--- src/rtl/up_down_count_sequencer.sv ---
// Host-facing sequencer for an external up/down counter: GOTO, shortest-path GOTO,
// bounded SWEEP between two bounds, and counter CLEAR, all over a valid/ready handshake.
module up_down_count_sequencer #(
   parameter int unsigned WIDTH  = 3,
   parameter int unsigned STEP_W = 8
) (
   input  logic              clk,
   input  logic              clear,
   input  logic              cmd_valid,
   output logic              cmd_ready,
   input  logic [1:0]        cmd_op,
   input  logic [WIDTH-1:0]  cmd_a,
   input  logic [WIDTH-1:0]  cmd_b,
   input  logic [3:0]        cmd_passes,
   input  logic              abort,
   input  logic [WIDTH-1:0]  q,
   output logic              cnt_en,
   output logic              ud,
   output logic              cnt_clear_n,
   output logic              busy,
   output logic              done,
   output logic [STEP_W-1:0] steps
);

   typedef enum logic [2:0] {StIdle, StMove, StSweep, StClr, StDone} state_e;

   localparam logic [1:0] OpGoto      = 2'b00;
   localparam logic [1:0] OpGotoShort = 2'b01;
   localparam logic [1:0] OpSweep     = 2'b10;
   localparam logic [1:0] OpClear     = 2'b11;

   state_e            state_q, state_d;
   logic              ud_q, ud_d;
   logic [STEP_W-1:0] steps_q, steps_d;
   logic [3:0]        passes_q, passes_d;
   logic [WIDTH-1:0]  a_q, a_d;
   logic [WIDTH-1:0]  b_q, b_d;
   logic [WIDTH-1:0]  target_q, target_d;
   logic              phase0_q, phase0_d;

   logic [WIDTH-1:0]  up_dist, dn_dist;
   logic              moving, at_target, sweep_trivial;

   // Modular distances; a tie resolves upward.
   assign up_dist       = cmd_a - q;
   assign dn_dist       = q - cmd_a;
   assign at_target     = (q == target_q);
   assign moving        = (state_q == StMove) || (state_q == StSweep);
   assign sweep_trivial = (passes_q == 4'd0) || (a_q >= b_q);

   assign cnt_en      = clear && moving && !at_target;
   assign cnt_clear_n = clear && (state_q != StClr);
   assign ud          = ud_q;
   assign busy        = (state_q != StIdle);
   assign cmd_ready   = (state_q == StIdle);
   assign done        = (state_q == StDone);
   assign steps       = steps_q;

   always_comb begin
      state_d  = state_q;
      ud_d     = ud_q;
      passes_d = passes_q;
      a_d      = a_q;
      b_d      = b_q;
      target_d = target_q;
      phase0_d = phase0_q;
      steps_d  = steps_q;
      if (cnt_en && (steps_q != '1)) begin
         steps_d = steps_q + STEP_W'(1);
      end

      unique case (state_q)
         StIdle: begin
            if (cmd_valid) begin
               a_d      = cmd_a;
               b_d      = cmd_b;
               passes_d = cmd_passes;
               target_d = cmd_a;
               phase0_d = 1'b1;
               steps_d  = '0;
               unique case (cmd_op)
                  OpGoto: begin
                     ud_d    = (cmd_a > q);
                     state_d = StMove;
                  end
                  OpGotoShort: begin
                     ud_d    = (up_dist <= dn_dist);
                     state_d = StMove;
                  end
                  OpSweep: begin
                     ud_d    = (cmd_a > q);
                     state_d = StSweep;
                  end
                  OpClear: begin
                     state_d = StClr;
                  end
               endcase
            end
         end
         StMove: begin
            if (abort) begin
               state_d = StIdle;
            end else if (at_target) begin
               state_d = StDone;
            end
         end
         StSweep: begin
            if (abort) begin
               state_d = StIdle;
            end else if (at_target) begin
               // Arrival: the new direction takes effect next cycle, giving one idle turnaround.
               if (phase0_q) begin
                  phase0_d = 1'b0;
                  if (sweep_trivial) begin
                     state_d = StDone;
                  end else begin
                     target_d = b_q;
                     ud_d     = 1'b1;
                  end
               end else begin
                  passes_d = passes_q - 4'd1;
                  if (passes_q == 4'd1) begin
                     state_d = StDone;
                  end else if (ud_q) begin
                     target_d = a_q;
                     ud_d     = 1'b0;
                  end else begin
                     target_d = b_q;
                     ud_d     = 1'b1;
                  end
               end
            end
         end
         StClr: begin
            state_d = abort ? StIdle : StDone;
         end
         StDone: begin
            state_d = StIdle;
         end
         default: begin
            state_d = StIdle;
         end
      endcase
   end

   always_ff @(posedge clk) begin
      if (!clear) begin
         state_q  <= StIdle;
         ud_q     <= 1'b1;
         steps_q  <= '0;
         passes_q <= '0;
         a_q      <= '0;
         b_q      <= '0;
         target_q <= '0;
         phase0_q <= 1'b0;
      end else begin
         state_q  <= state_d;
         ud_q     <= ud_d;
         steps_q  <= steps_d;
         passes_q <= passes_d;
         a_q      <= a_d;
         b_q      <= b_d;
         target_q <= target_d;
         phase0_q <= phase0_d;
      end
   end

endmodule

--- config.mk ---
export PLATFORM = sky130hd
export DESIGN_NAME = up_down_count_sequencer
export DESIGN_NICKNAME = d
export VERILOG_FILES = /design/src/rtl/up_down_count_sequencer.sv
export SDC_FILE = /design/constraint.sdc
export NUM_CORES = 1
export LEC_CHECK = 0
export ABC_AREA = 1
export CELL_PAD_IN_SITES_DETAIL_PLACEMENT = 1
export CELL_PAD_IN_SITES_GLOBAL_PLACEMENT = 1
export CORE_MARGIN = 2
export CORE_UTILIZATION = 40
export CTS_CLUSTER_SIZE = 16
export DETAILED_ROUTE_END_ITERATION = 12
export PLACE_DENSITY = 0.95
export SLEW_MARGIN = 20
export SYNTH_ARGS = -nofsm -noshare
export SYNTH_HDL_FRONTEND = slang
export SYNTH_SLANG_ARGS = --single-unit
--- constraint.sdc ---
create_clock -name clk -period 3.74 [get_ports clk]
set_input_delay 0.374 -clock clk [delete_from_list [all_inputs] [get_ports clk]]
set_output_delay 0.374 -clock clk [all_outputs]
set_load 0.005 [all_outputs]
# [Yosys cells after proc, flatten, opt, wreduce, memory -nomap -nowiden]
# Cells that the tools add are included.
[word_totals] input_bits=19 elab_cells=97 output_inout_bits=14 reg_bits=26
[classes] n_eq_ne=22 reduce_logical=20 mux=40 add_sub_neg=4 magnitude_cmp=3
[ops] op="3-bit 2-to-1 mux" count=16
[ops] op="8-bit 2-to-1 mux" count=3
[ops] op="4-bit 2-to-1 mux" count=4
[ops] op="3-bit inequality test (second input constant)" count=4
[ops] op="3-bit case mux with 4 select lines" count=1
[ops] op="1-bit 2-to-1 mux" count=10
[ops] op="5-bit AND reduction" count=2
[ops] op="3-bit case mux with 3 select lines" count=1
[ops] op="8-bit by 1-bit adder with 8-bit output (second input constant)" count=1
[ops] op="2-bit inequality test (second input constant)" count=4
[ops] op="8-bit inequality test (second input constant)" count=1
[ops] op="4-bit case mux with 2 select lines" count=1
[ops] op="7-bit AND reduction" count=1
[ops] op="3-bit by 2-bit == test with 1-bit output (second input constant)" count=2
[ops] op="3-bit by 2-bit inequality test with 1-bit output (second input constant)" count=2
[ops] op="1-bit case mux with 2 select lines" count=3
[ops] op="3-bit case mux with 2 select lines" count=1
[ops] op="6-bit AND reduction" count=1
[ops] op="3-bit subtractor" count=2
[ops] op="2-bit == test (second input constant)" count=2
[ops] op="4-bit by 1-bit == test with 1-bit output (second input constant)" count=1
[ops] op="1-bit logical AND" count=4
[ops] op="4-bit zero test" count=1
[ops] op="4-bit by 3-bit inequality test with 1-bit output (second input constant)" count=1
[ops] op="other kinds (18)" count=20

# [Logic depth before layout (Yosys ltp)]
# Gate-level depths: netlist of the first run.
[depth] word_depth=8 depth_mapped=13 mapped_depth_nobuf=13

# [Worst setup path before layout of the first run]
# OpenSTA, ideal clock, no wires.
[synth_path] kind="input to register" from="in cmd_a[0]" to="reg ud_q, in the netlist ud" slack_ps=1754 path_stages=12 arrival_ps=1860 cell_sequence="inv_1 ha_1 inv_1 fa_1 xor2_1 ha_1 a21oi_1 a21oi_1 o21ai_0 nand2_1 nand2_1 nand3_1"
[synth_via] elab_chain_len=5 elab_cells_between_ends=7 classes_between="2 x add/sub; 2 x order compare; 3 x mux"
[synth_rtl] element="start: declaration" line_no="12" text="input logic [WIDTH-1:0] cmd_a,"
[synth_rtl] element="3-bit subtractor (on tied branches)" line_no="45, 46"
[synth_rtl] element="3-bit <= comparator" line_no="87" text="ud_d = (up_dist <= dn_dist);"
[synth_rtl] element="1-bit case mux with 2 select lines (*)" line_no="81" text="unique case (cmd_op)"
[synth_rtl] element="1-bit 2-to-1 mux (*)" line_no="74" text="if (cmd_valid) begin"
[synth_rtl] element="1-bit case mux with 2 select lines (*)" line_no="72" text="unique case (state_q)"
[synth_rtl] element="end signal: assignment" line_no="158" text="ud_q <= ud_d;"
[synth_rtl] element="end: declaration" line_no="33" text="logic ud_q, ud_d;"
# Every way passes the cells marked *; elsewhere a longest branch is shown, timed or not. The select of a mux whose other input is x is not followed.
# A chain may end at the register's enable or synchronous reset.

# [Worst setup path in the final report of the first run]
# Ends and elaborated chain as after synthesis.

==> results of run 1 <==
[layer usage]
metal | track usage | share of wire | vias up
met2 | 0.401 | 0.52 | 39
met3 | 0.0245 | 0.031 | 6
met4 | 0.0406 | 0.0080 | 0
li1 | - | - | 882
met1 | 0.284 | 0.44 | 882
met5 | 0 | 0 | -
[placed cells by master, fill, tap and decap left out, types with 2 or more instances in the layout]
| cell | synthesis | layout |
|---|---|---|
| dfxtp_1 | 26 | 26 |
| nand2_1 | 49 | 49 |
| nand2_4 | 3 | 3 |
| nand4_1 | 3 | 3 |
| a31oi_1 | 2 | 2 |
| nor2_1 | 28 | 28 |
| a21oi_1 | 24 | 24 |
| nand3_1 | 15 | 15 |
| nor3_1 | 2 | 2 |
| inv_2 | 3 | 3 |
| inv_1 | 32 | 32 |
| clkbuf_8 | 0 | 4 |
| fa_1 | 2 | 2 |
| nand2_2 | 4 | 4 |
| xor2_1 | 5 | 5 |
| xnor2_1 | 2 | 2 |
| nor2_4 | 4 | 4 |
| ha_1 | 12 | 12 |
| clkdlybuf4s50_1 | 0 | 32 |
| o21ai_0 | 24 | 24 |
[synthesized netlist by cell type (3+ instances only)]
master / number
a21oi_1: 24
nand2_1: 49
dfxtp_1: 26
inv_1: 32
xor2_1: 5
nor2_4: 4
ha_1: 12
nand2_4: 3
nand3_1: 15
nand4_1: 3
nor2_1: 28
inv_2: 3
o21ai_0: 24
nand2_2: 4
[worst reg2reg max path, cell delays in order (launching register included)]
cell and delay, ns:
dfxtp_1 0.32, inv_1 0.06, ha_1 0.29, nand2_1 0.06, nand2_1 0.08, a21oi_1 0.19, nand2_1 0.08, a21oi_1 0.19
nand2_2 0.11, o21ai_0 0.18, nor2_1 0.06
[layout make-up]
type                    count  area, um2  area share
clock buffers               4       55.1      0.0251
inverters                  38        150      0.0686
multi-input cells         187       1070       0.489
flip-flops and latches     26        520       0.238
well taps                  52       65.1      0.0297
repair buffers             33        328       0.150
[worst paths after layout]
check                           slack (ns)                        to  cells after the start
worst max-delay path                  1.30           ud$_SDFFE_PN1P_                     13
worst min-delay path                  0.50       a_q[0]$_SDFFE_PN0P_                      2
worst max register to register        2.01  target_q[2]$_SDFFE_PN0P_                     10
worst min register to register        0.50       a_q[0]$_SDFFE_PN0P_                      2
[kinds of logic after synthesis]
logic type | count (synthesis)
fa+ha+maj | 14
flops | 26
simple gates | 112
buf+inv | 41
xor+xnor | 7
compound gates | 54
[registers in the layout, summed over array words and instances, names as in the netlist]
register  count
a_q           3
steps         8
b_q           3
ud            1
state_q       3
phase0_q      1
passes_q      4
target_q      3
[report_power, final]
part	switching, mW	leakage (nW)	internal (mW)
Combinational	0.264	0.731	0.166
Sequential	0.0362	0.213	0.317
Clock	0.0933	0.0288	0.0943
Total	0.393	0.973	0.578
==> results.md, run 1 <==
- Fin Hold WS: 0.498 ns
- Antenna Nets Post-Route: 0
- Setup Buffers After CTS: 0
- Ys Warns: 0
- Seq/Total Area, Yosys: 0.297
- Fin nets: 322
- Max H-tree Level: 1
- Starting Density: 0.409
- Post-synth EDFFs: 0
- Critical Path AT: 2.61 ns
- Main synth FF type: dfxtp_1
- Cell Pwr Density: 443 mW/mm2
- Synth Area in Simple Gates: 0.300
- Design Area, Final: 0.00219 mm2
- Placed wire-length estimate: 3790 um
- Gr ovfl total: 0
- GRT Total Usage: 0.221
- Total I/O pin count: 33
- Setup violators final: 0
- Post-layout min period: 2.44 ns
- Worst setup SP type: primary input
- Number of global-route vias before repair: 1859
- Initial antenna violation count: 0
- Worst vdd ir: 167 uV
- Die area: 0.00493 mm2
- Critical Path Sink Type: flop
- RR Startpoint: b_q[2]$_SDFFE_PN0P_
- CTS resizes: 0
- CP max-delay cell: clkdlybuf4s50_1
- CP Data Required Time: 3.91 ns
- Pre-CTS WS: 1.06 ns
- Critical Path Fanout Max: 3
- Slew @ Worst Pin: 0.296 ns
- Setup ws final: 1.30 ns
- Outcome: finished clean
- Dominant cell type by area after synthesis: dfxtp_1
- Initial DRC count: 102
- Largest family of logic cells by synthesized area: simple AND/OR/NAND/NOR gates
- Clock sinks: 26
- Share of the synthesized area in the top cell type: 0.297
- Rel. slew slack: 0.802
- Longest Clk Path Bufs: 2
- Hold_sp: a_q[0]$_SDFFE_PN0P_
- Bufs and invs on worst path: 3
- Global-route wire length before repair: 8830 um
- CP Class: in2reg
- Pre-antenna DRT Iters: 4
- Post-synth net total: 287
- Final Power: 0.971 mW
- Fin crit share: 0.654
- CTS tree: done
- Mapped cell area: 0.00176 mm2
- Final Slew Violations: 0
- XOR/XNOR Fraction of Synth Area: 0.0349
- Area growth, synth to finish: 24.7%
- Via count: 1809
- RePlAce Congestion: 0.828
- Drt via density: 5.32
- Achievable Freq: 0.409 GHz
- Crit path largest cell delay: 0.46 ns
- Die W: 70.2 um
- CORE AREA: 0.00429 mm2
- Total negative slack: 0 ns
- CP Launch Point: cmd_a[0]
- Worst skew pair latency: 0.27 ns
- Clk root buf: clkbuf_8
- IO buf count: 32
- Worst min path class: reg2reg
- Fillcell total: 582
- Post-layout util: 0.510
- Top Family by Delay on Critical Path: adder cells
- Inst Count DP: 336
- DRC Markers: 0
- Leak: 0.973 nW
- Synth Area in Adders: 0.108
- Ranking of synthesized cells by area: dfxtp_1 (30%), nand2_1 (10%), ha_1 (8.6%), a21oi_1 (6.8%), o21ai_0 (6.8%)
- Worst path cell trace: clkdlybuf4s50_1 > inv_1 > ha_1 > inv_1 > fa_1 > xor2_1 > ha_1 > a21oi_1 > a21oi_1 > o21ai_0 > nand2_1 > nand2_1 > nand3_1
- Routed WL per cell: 14.7 um
- Post-Synthesis Cells: 254
- Cell variety after synth: 31
- FFs w/ async S/R, synth: 0
- Die Ht: 70.2 um
- CTS clk-pin slew, worst paths: 0.09 ns
- Synth Area in Compound Gates: 0.167
- Final hold viol count: 0
- Max-Cap Viols: 0
- Hold buffer count at cts: 0
- Seq cells post-synth: 26
- N_diodes: 0
- Synth Area per Inst: 6.91 um2
- # rows: 24
- Fraction of layout instances using a drive strength above 1: 0.0868
- Total Wirelength: 4990 um
- Largest net degree at the start of global routing: 17
- RSZ-0062 raised after global routing: false
- Mux share of post-synthesis cell area: 0
- Placed Instance Area: 0.00213 mm2
- Clk_skew: 0.00244 ns
- CTS buffer count: 3
- Final Instance Count excl. Fillers: 340
Note: power is estimated with default switching activity, not from simulation.
==> run 2: changes to the inputs <==
--- a/config.mk
+++ b/config.mk
@@ -9,10 +9,10 @@
 export CELL_PAD_IN_SITES_DETAIL_PLACEMENT = 1
 export CELL_PAD_IN_SITES_GLOBAL_PLACEMENT = 1
 export CORE_MARGIN = 2
-export CORE_UTILIZATION = 40
+export CORE_UTILIZATION = 37
 export CTS_CLUSTER_SIZE = 16
 export DETAILED_ROUTE_END_ITERATION = 12
-export PLACE_DENSITY = 0.95
+export PLACE_DENSITY = 0.91
 export SLEW_MARGIN = 20
 export SYNTH_ARGS = -nofsm -noshare
 export SYNTH_HDL_FRONTEND = slang
==> constraint.sdc (replaced) <==
create_clock -name clk -period 2.55 [get_ports clk]
set_input_delay 0.255 -clock clk [delete_from_list [all_inputs] [get_ports clk]]
set_output_delay 0.255 -clock clk [all_outputs]
set_load 0.005 [all_outputs]
==> run 2 against run 1 <==
  * Total power increased by 54%
  * Combinational power grew 45%
  * Die area rose by 7.6%
  * Clock power rose by 87%
  * Sequential share of layout area fell by 0.20 points
  * Critical endpoint unchanged
  * Worst hold slack got worse by 0.012 ns
  * First-iteration DRC count shrank 42%
  * Count of clock-buffer cells in the layout shrank 1
==> results.md, run 2 (synthesized netlist as in run 1, its figures left out) <==
- Outcome: finished clean
- CTS buffer count: 3
- Routed WL per cell: 14.0 um
- IO buf count: 32
- Critical Path Sink Type: flop
- Pre-antenna DRT Iters: 4
- Die Ht: 72.9 um
- N_diodes: 0
- Area growth, synth to finish: 25.8%
- Clk_skew: 0.00214 ns
- Global-route wire length before repair: 8060 um
- Final Slew Violations: 0
- Clock sinks: 26
- Largest register FFs: 8
- Die area: 0.00531 mm2
- Setup Buffers After CTS: 0
- Most common cell after layout, fill and taps aside: nand2_1
- Largest net degree at the start of global routing: 17
- Fin nets: 322
- RSZ-0062 raised after global routing: false
- CTS tree: done
- Slew @ Worst Pin: 0.290 ns
- CTS clk-pin slew, worst paths: 0.10 ns
- Setup ws final: 0.344 ns
- CP Class: in2reg
- Total I/O pin count: 33
- Rel. slew slack: 0.806
- Critical Path AT: 2.38 ns
- Longest Clk Path Bufs: 2
- Initial antenna violation count: 0
- Hold buffer count at cts: 0
- Worst vdd ir: 325 uV
- Initial DRC count: 59
- CORE AREA: 0.00466 mm2
- Final hold viol count: 0
- Drt via density: 5.12
- Leak: 0.980 nW
- Total Wirelength: 4780 um
- Fin crit share: 0.865
- Clk root buf: clkbuf_8
- Starting Density: 0.377
- Post-layout min period: 2.21 ns
- Fraction of layout instances using a drive strength above 1: 0.0868
- Fillcell total: 597
- Antenna Nets Post-Route: 0
- Critical Path Fanout Max: 3
- Final Power: 1.49 mW
- Via count: 1752
- Setup violators final: 0
- GRT Total Usage: 0.192
- Worst min path class: reg2reg
- CTS resizes: 0
- Worst skew pair latency: 0.27 ns
- Placed wire-length estimate: 3690 um
- Die W: 72.9 um
- Worst setup SP type: primary input
- Gr ovfl total: 0
- Total negative slack: 0 ns
- Max-Cap Viols: 0
- # rows: 25
- Achievable Freq: 0.453 GHz
- CP Data Required Time: 2.72 ns
- DRC Markers: 0
- Most frequent cells in the layout: nand2_1 (49), inv_1 (32), clkdlybuf4s50_1 (32)
- Pre-CTS WS: 0.0322 ns
- Cell Pwr Density: 675 mW/mm2
- Number of global-route vias before repair: 1724
- RePlAce Congestion: 0.853
- Max H-tree Level: 1
-- run 2: cell types whose count changed in the layout (fill, tap and decap cells not counted), sizes merged --
cell and delta:
clkbuf -1, bufinv +1
-- run 2: layer usage --
metal / vias to the layer above / track usage / wire length (um)
li1: 889 / - / -
met1: 822 / 0.243 / 2180
met2: 33 / 0.341 / 2370
met3: 8 / 0.0304 / 148
met4: 0 / 0.0412 / 74
met5: - / 0 / 0
-- run 2: layout make-up --
class | count | area [um2] | share of cell area
multi-input combinational | 187 | 1070 | 0.485
sequential | 26 | 520 | 0.236
timing repair buffer | 33 | 328 | 0.148
inverter | 38 | 150 | 0.0680
tap | 54 | 67.6 | 0.0306
clock buffer | 3 | 41.3 | 0.0187
clock inverter | 1 | 30.0 | 0.0136
-- run 2: final timing paths --
path | depth (start not counted) | slack, ns | endpoint | start
worst max-delay path | 12 | 0.34 | ud$_SDFFE_PN1P_ | q[0]
worst max register to register | 10 | 0.77 | target_q[2]$_SDFFE_PN0P_ | b_q[2]$_SDFFE_PN0P_
worst min-delay path | 2 | 0.49 | a_q[0]$_SDFFE_PN0P_ | a_q[0]$_SDFFE_PN0P_
worst min register to register | 2 | 0.49 | a_q[0]$_SDFFE_PN0P_ | a_q[0]$_SDFFE_PN0P_
-- run 2: worst max-delay path: stages --
cell             delay (ns)
clkdlybuf4s50_1        0.53
ha_1                   0.17
inv_1                  0.07
fa_1                   0.39
xor2_1                 0.18
ha_1                   0.31
a21oi_1                0.15
a21oi_1                0.07
o21ai_0                0.07
nand2_1                0.07
nand2_1                0.06
nand3_1                0.06
-- run 2: stage by stage --
step	hold WS [ns]	area, um2	std cells	utilization
2_1_floorplan	0.393	1760	254	-
3_3_place_gp	0.469	2140	338	0.459
3_5_place_dp	0.472	2140	338	0.459
4_1_cts	0.493	2210	342	0.474
5_1_grt	0.519	2210	342	0.474
6_report	0.485	2210	342	0.474
-- run 2: report_power, final --
group	leakage [nW]	total [mW]	switching, mW	internal, mW
sequential	0.213	0.518	0.0526	0.465
combinational	0.731	0.622	0.380	0.242
clock	0.0357	0.351	0.141	0.210
